[src/rtl/canny_frame_sequencer.sv]
// Frame-timing controller for the Canny pixel-pair datapath: VSYNC lead-in, then per line an HSYNC gap and WIDTH/2 pair beats.
// Outputs are a Moore decode of registered state; a low win_ready holds the presented pair until it is accepted.
module canny_frame_sequencer #(
    parameter int WIDTH          = 768,
    parameter int HEIGHT         = 512,
    parameter int START_UP_DELAY = 100,
    parameter int HSYNC_DELAY    = 160
) (
    input  logic        HCLK,
    input  logic        HRESETn,
    input  logic        start,
    input  logic        abort,
    input  logic        win_ready,
    output logic        VSYNC,
    output logic        HSYNC,
    output logic        busy,
    output logic        rd_en,
    output logic        win_valid,
    output logic [9:0]  row,
    output logic [10:0] col,
    output logic        top_edge,
    output logic        bottom_edge,
    output logic        left_edge,
    output logic        right_edge,
    output logic [18:0] pair_count,
    output logic        frame_done
);

    localparam int CNT_MAX = (START_UP_DELAY > HSYNC_DELAY) ? START_UP_DELAY : HSYNC_DELAY;
    localparam int CNT_W   = (CNT_MAX < 1) ? 1 : $clog2(CNT_MAX + 1);

    localparam logic [CNT_W-1:0] SU_LAST  = CNT_W'(START_UP_DELAY);
    localparam logic [CNT_W-1:0] HS_LAST  = CNT_W'(HSYNC_DELAY);
    localparam logic [9:0]       ROW_LAST = 10'(HEIGHT - 1);
    localparam logic [10:0]      COL_LAST = 11'(WIDTH - 2);

    typedef enum logic [2:0] {
        S_IDLE  = 3'd0,
        S_VSYNC = 3'd1,
        S_HSYNC = 3'd2,
        S_DATA  = 3'd3,
        S_DONE  = 3'd4
    } state_t;

    state_t           r_state;
    logic [CNT_W-1:0] r_cnt;
    logic [9:0]       r_row;
    logic [10:0]      r_col;
    logic [18:0]      r_pair_count;

    state_t           w_state_nxt;
    logic [CNT_W-1:0] w_cnt_nxt;
    logic [9:0]       w_row_nxt;
    logic [10:0]      w_col_nxt;
    logic [18:0]      w_pair_count_nxt;
    logic             w_accept;

    always_ff @(posedge HCLK or negedge HRESETn) begin
        if (!HRESETn) begin
            r_state      <= S_IDLE;
            r_cnt        <= '0;
            r_row        <= '0;
            r_col        <= '0;
            r_pair_count <= '0;
        end else begin
            r_state      <= w_state_nxt;
            r_cnt        <= w_cnt_nxt;
            r_row        <= w_row_nxt;
            r_col        <= w_col_nxt;
            r_pair_count <= w_pair_count_nxt;
        end
    end

    always_comb begin
        w_state_nxt      = r_state;
        w_row_nxt        = r_row;
        w_col_nxt        = r_col;
        w_pair_count_nxt = r_pair_count;
        w_accept         = (r_state == S_DATA) && win_ready;

        case (r_state)
            S_IDLE: begin
                if (start) begin
                    w_state_nxt      = S_VSYNC;
                    w_row_nxt        = '0;
                    w_col_nxt        = '0;
                    w_pair_count_nxt = '0;
                end
            end
            S_VSYNC: begin
                if (r_cnt == SU_LAST) begin
                    w_state_nxt = S_HSYNC;
                end
            end
            S_HSYNC: begin
                if (r_cnt == HS_LAST) begin
                    w_state_nxt = S_DATA;
                end
            end
            S_DATA: begin
                if (w_accept) begin
                    w_pair_count_nxt = r_pair_count + 19'd1;
                    if (r_col != COL_LAST) begin
                        w_col_nxt = r_col + 11'd2;
                    end else if (r_row != ROW_LAST) begin
                        w_col_nxt   = '0;
                        w_row_nxt   = r_row + 10'd1;
                        w_state_nxt = S_HSYNC;
                    end else begin
                        // Last pair of the frame: row/col stay on it for the DONE cycle.
                        w_state_nxt = S_DONE;
                    end
                end
            end
            S_DONE: begin
                w_state_nxt = S_IDLE;
            end
            default: begin
                w_state_nxt = S_IDLE;
            end
        endcase

        if (abort) begin
            w_state_nxt      = S_IDLE;
            w_row_nxt        = '0;
            w_col_nxt        = '0;
            w_pair_count_nxt = '0;
        end

        // Any phase change (or abort) restarts the delay count from zero.
        if (abort || (w_state_nxt != r_state)) begin
            w_cnt_nxt = '0;
        end else begin
            w_cnt_nxt = r_cnt + 1'b1;
        end
    end

    assign VSYNC       = (r_state == S_VSYNC);
    assign win_valid   = (r_state == S_DATA);
    assign HSYNC       = win_valid;
    assign rd_en       = win_valid;
    assign busy        = (r_state != S_IDLE);
    assign frame_done  = (r_state == S_DONE);
    assign row         = r_row;
    assign col         = r_col;
    assign pair_count  = r_pair_count;
    assign top_edge    = (r_row == 10'd0);
    assign bottom_edge = (r_row == ROW_LAST);
    assign left_edge   = (r_col == 11'd0);
    assign right_edge  = (r_col == COL_LAST);

endmodule

[config.mk]
export PLATFORM = sky130hd
export DESIGN_NAME = canny_frame_sequencer
export DESIGN_NICKNAME = d
export VERILOG_FILES = /design/src/rtl/canny_frame_sequencer.sv
export SDC_FILE = /design/constraint.sdc
export NUM_CORES = 1
export LEC_CHECK = 0
export BUFFER_PORTS_ARGS = -buffer_cell sky130_fd_sc_hd__buf_2
export CAP_MARGIN = 20
export CORE_MARGIN = 2
export CORE_UTILIZATION = 30
export CTS_CLUSTER_DIAMETER = 50
export DETAILED_ROUTE_END_ITERATION = 8
export GPL_TIMING_DRIVEN = 1
export MAX_ROUTING_LAYER = met4
export REMOVE_ABC_BUFFERS = 1
export SLEW_MARGIN = 10
export SYNTH_ARGS = -nofsm -noshare
export SYNTH_HDL_FRONTEND = slang
export SYNTH_SLANG_ARGS = --single-unit
[constraint.sdc]
create_clock -name HCLK -period 2.54 [get_ports HCLK]
set_input_delay 0.508 -clock HCLK [delete_from_list [all_inputs] [get_ports HCLK]]
set_output_delay 0.508 -clock HCLK [all_outputs]
set_load 0.01 [all_outputs]
# [Word level (Yosys, flattened, before mapping)]
# Index checks and enable logic that the tools add are counted.
[totals] regBits=51 latch_bits=0 mem_bits_rw=0 romBits=0 input_bits=5 output_inout_bits=50 n_memories=0
[op_classes] add_sub_neg=4 multipliers=0 n_div=0 order_cmp=0 n_eq_ne=16 shifts=0 mux=25 bitwise_logic=0 reduce_logical=10
[op_table] op="2-to-1 mux 19 bit" n=3
[op_table] op="2-to-1 mux 11 bit" n=5
[op_table] op="2-to-1 mux 10 bit" n=5
[op_table] op="one-hot mux 19 bit (2 select lines)" n=1
[op_table] op="one-hot mux 11 bit (2 select lines)" n=1
[op_table] op="2-to-1 mux 3 bit" n=7
[op_table] op="one-hot mux 10 bit (2 select lines)" n=1
[op_table] op="adder 19 x 1 -> 19 bit, second input constant" n=1
[op_table] op="one-hot mux 3 bit (4 select lines)" n=1
[op_table] op="adder 11 x 2 -> 11 bit, second input constant" n=1
[op_table] op="== test 11 x 10 -> 1 bit, second input constant" n=1
[op_table] op="logical NOT 11 bit" n=1
[op_table] op="inequality test 11 x 10 -> 1 bit, second input constant" n=1
[op_table] op="adder 10 x 1 -> 10 bit, second input constant" n=1
[op_table] op="== test 10 x 9 -> 1 bit, second input constant" n=1
[op_table] op="logical NOT 10 bit" n=1
[op_table] op="inequality test 10 x 9 -> 1 bit, second input constant" n=1
[op_table] op="adder 8 x 1 -> 8 bit, second input constant" n=1
[op_table] op="== test 8 x 7 -> 1 bit, second input constant" n=1
[op_table] op="== test 8 bit, second input constant" n=1
[op_table] op="2-to-1 mux 8 bit" n=1
[op_table] op="== test 3 x 2 -> 1 bit, second input constant" n=2
[op_table] op="inequality test 3 x 2 -> 1 bit, second input constant" n=2
[op_table] op="inequality test 3 bit, second input constant" n=2
[op_table] op="11 further kinds" n=12

# [Logic depth before layout (Yosys ltp)]
[logic_depth] ltp_word=9 depth_mapped=8 mapped_depth_nobuf=7

# [Worst setup path before layout]
# OpenSTA, ideal clock, no wires.
[synth_timing] kind="reg-to-reg" from="register r_row[0], in the netlist row[0]" to="register r_col[5], in the netlist col[5]" setup_time_ps=124 t_arrival_ps=2002 t_required_ps=2416 slack_ps=414 path_stages_with_launch=9 path_buffers=2 period_less_slack_ps=2126 cell_sequence="dfrtp_1 ha_1 nand4b_1 or3_1 buf_6 nor4_4 buf_6 nor4_2 a211o_1"
[synth_via] elab_chain_len=3
[synth_rtl] element="from (decl)" line_no="47" rtl="logic [9:0] r_row;"
[synth_rtl] element="from (signal assigned)" line_no="68" rtl="r_row <= w_row_nxt;"
[synth_rtl] element="inequality test 10 x 9 -> 1 bit" line_no="105" rtl="end else if (r_row != ROW_LAST) begin"
[synth_rtl] element="inequality test 4 x 2 -> 1 bit (no source line)"
[synth_rtl] element="AND reduction 4 bit (no source line)"
[synth_rtl] element="to (signal assigned)" line_no="69" rtl="r_col <= w_col_nxt;"
[synth_rtl] element="to (decl)" line_no="48" rtl="logic [10:0] r_col;"
# Every way passes these cells.
# A chain may end at the register's enable or synchronous reset.

# [Final worst setup path]
[layout_timing] from="register r_col[8], in the netlist col[8]" to="output left_edge"
[layout_via] elab_chain_len=1
[layout_rtl] element="logical NOT 11 bit" line_no="149" rtl="assign left_edge = (r_col == 11'd0);"
[layout_rtl] element="to (decl)" line_no="23" rtl="output logic left_edge,"
# Every way passes these cells.

==> flow_summary.toml <==
[logic_synthesis]
synth_top_area_share = 0.423
yosysWarningCount = 0
synth_edf_count = 0
synth_ff_type = "dfrtp_1"
synth.yosys.seq_area_share = 0.423
synth_area_per_cell_um2 = 9.31
syn_inst = 318
synth_area_um2 = 2960
ys_ff_latch = 50
yosys-top-cells-area = "dfrtp_1 42%, xor2_1 4.1%, o21ai_0 4.1%"
synth_common_cells = "50 x dfrtp_1, 25 x nand2_1, 24 x o21ai_0"
synth_cell_types = 56
synth.most_common_cell = "dfrtp_1"
ys_async_sr_fraction = 1.00
synth_top_cell_by_area = "dfrtp_1"

[setup_path]
rrSetupSlack_ns = 0.23
critical_path_class = "reg2out"
cp-start-kind = "flip-flop"
r2r_start = "col[8]"
required_ns = 2.03
critPathArrivalTime_ns = 1.86
worst_setup_path_end_kind = "primary output"
startpoint = "col[8]"
path_max_fanout = 9

[clock_network]
path_clk_slew_ns = 0.10
cts-root-buf = "clkbuf_8"
cts_buffers = 5
htree_levels = 2
clockBufferDepth = 2
cts_tree = "built"
insertion_delay_ns = 0.32
cts_sinks = 50

[sta]
tightest_slew_ns = 0.527
fin_crit_sh = 0.932
setup_ws_ns = 0.174
fin_setup_tns_ns = 0
setup_violations = 0
clock_skew_ns = 0.0154
slew_headroom = 0.648
rsz0062_at_grt = "no"
fmax_mhz = 423
final_hold_viol_count = 0
period_needed_ns = 2.37
final_max_slew_viol_count = 0

[route]
vias = 2605
drc = 0
wl_um = 7600
first_pass_iters = 4
post_drt_via_cell_ratio = 5.23
drt-initial-drc-count = 79
wl_per_cell_um = 15.3
antenna_left = 0

[floorplanning]
start_util = 0.306
die_x_um = 103
die_h_um = 103
core_um2 = 9680
io_pins = 55
die_area_um2 = 10700
rows = 36

[power]
power_frac_comb = 0.062
switchingPower_w = 0.000351
sw_frac_of_total = 0.256
p_leak_nw = 1.57
power.density_nw_per_um2 = 403
p_total_w = 0.00137
internal_power_w = 0.00102
p_clk_frac = 0.350
irDropWorstVdd_v = 0.000215
p_seq_frac = 0.588

[final_layout]
layout-drive-gt1-share = 0.238
num_antenna_cells = 0
finish.instance_area_um2 = 3400
syn_to_final_growth_pct = 15.0
final_nets = 375

[grt]
grt_max_degree = 24
grt_usage = 0.152
grt_pass1_wl_um = 12300
overflow = 0
grt_pass1_vias = 2414
antenna_found_initial = 0

[placement]
dp_hpwl_um = 5450
placed_cell_area_um2 = 3310
gp_congestion = 0.890
place_ws_ns = 0.251
io_buffers = 53

[outcome]
status = "completed"

[job]
maxCapViolations = 0

[worst_hold_path]
min_path_type = "in2async"
## kinds of logic (layout without fill, tap and decap cells)
group                    after synthesis  count (layout)  synth area share
XOR/XNOR                              16              16            0.0473
adder cells (fa/ha/maj)                6               6            0.0254
buffers and inverters                 32              79            0.0613
flip-flops                            50              50             0.423
other                                  1               1           0.00127
AO/OA/AOI/OAI                         65              65             0.139
AND/OR/NAND/NOR                      147             147             0.299
multiplexers                           1               1           0.00380
## state kept, by name, summed over array words and instances (netlist names)
name / flops
col: 10
pair_count: 19
r_cnt: 8
r_state: 3
row: 10
## path summary, 6_finish.rpt
kind	depth (start not counted)	end
worst max-delay path	3	left_edge
worst min-delay path	1	col[2]
worst max register to register	5	row[7]
worst min register to register	1	r_cnt[0]
max in group asynchronous	2	pair_count[18]
min in group HCLK	2	r_state[2]
## routing by layer
metal  part of all wire  GRT usage  vias to the layer above
li1                   -          -                     1267
met1               0.47      0.199                     1276
met2               0.47      0.234                       53
met3              0.047     0.0336                        9
met4              0.014     0.0476                        0
met5                  0          -                        -
## layout make-up
cell class	count	area (µm²)
Clock buffer	6	72.6
Clock inverter	2	13.8
Fill cell	1022	6280
Inverter	9	33.8
Multi-Input combinational cell	236	1530
Sequential cell	50	1250
Tap cell	133	166
Timing Repair Buffer	62	333
## cells in the final DEF, fill, tap and decap left out, types with 8 or more instances in the layout
cell type and instances:
buf_2 53, dfrtp_1 50, nand2_1 25, o21ai_0 24, nor2_1 21, nand3_1 19
nand4_1 15, xor2_1 14, a21oi_1 13, inv_1 9, or4_1 9, buf_4 9
o31ai_1 8
## power by group through the flow
stage | clock network [W] | registers (W) | logic [W]
floorplan | 0 | 0.000821 | 0.0000407
global placement | 0 | 0.000822 | 0.0000846
detailed placement | 0 | 0.000823 | 0.0000874
CTS | 0.000492 | 0.000807 | 0.0000874
global route | 0.000529 | 0.000808 | 0.0000965
finish | 0.000480 | 0.000807 | 0.0000844
## timing repair
| item | 4_1_cts | 5_1_grt |
|---|---|---|
| buffers inserted | 0 | 0 |
| endpoints found under the setup margin | 0 | 1 |
| resized for setup | 0 | 1 |
| hold buffers | 0 | 0 |
## stage by stage
step	util	instances	hold slack [ns]
finish	0.351	498	0.138
global route	0.351	498	0.168
CTS	0.351	498	0.160
detailed placement	0.342	490	0.498
global placement	0.342	490	0.497
floorplan	-	295	0.212
## worst max-delay path: stages (launching register included)
cell	delay (ns)
dfrtp_1	0.49
or4_1	0.54
nor4_1	0.32
buf_2	0.20
No activity file was read; power rests on OpenSTA's default activity.
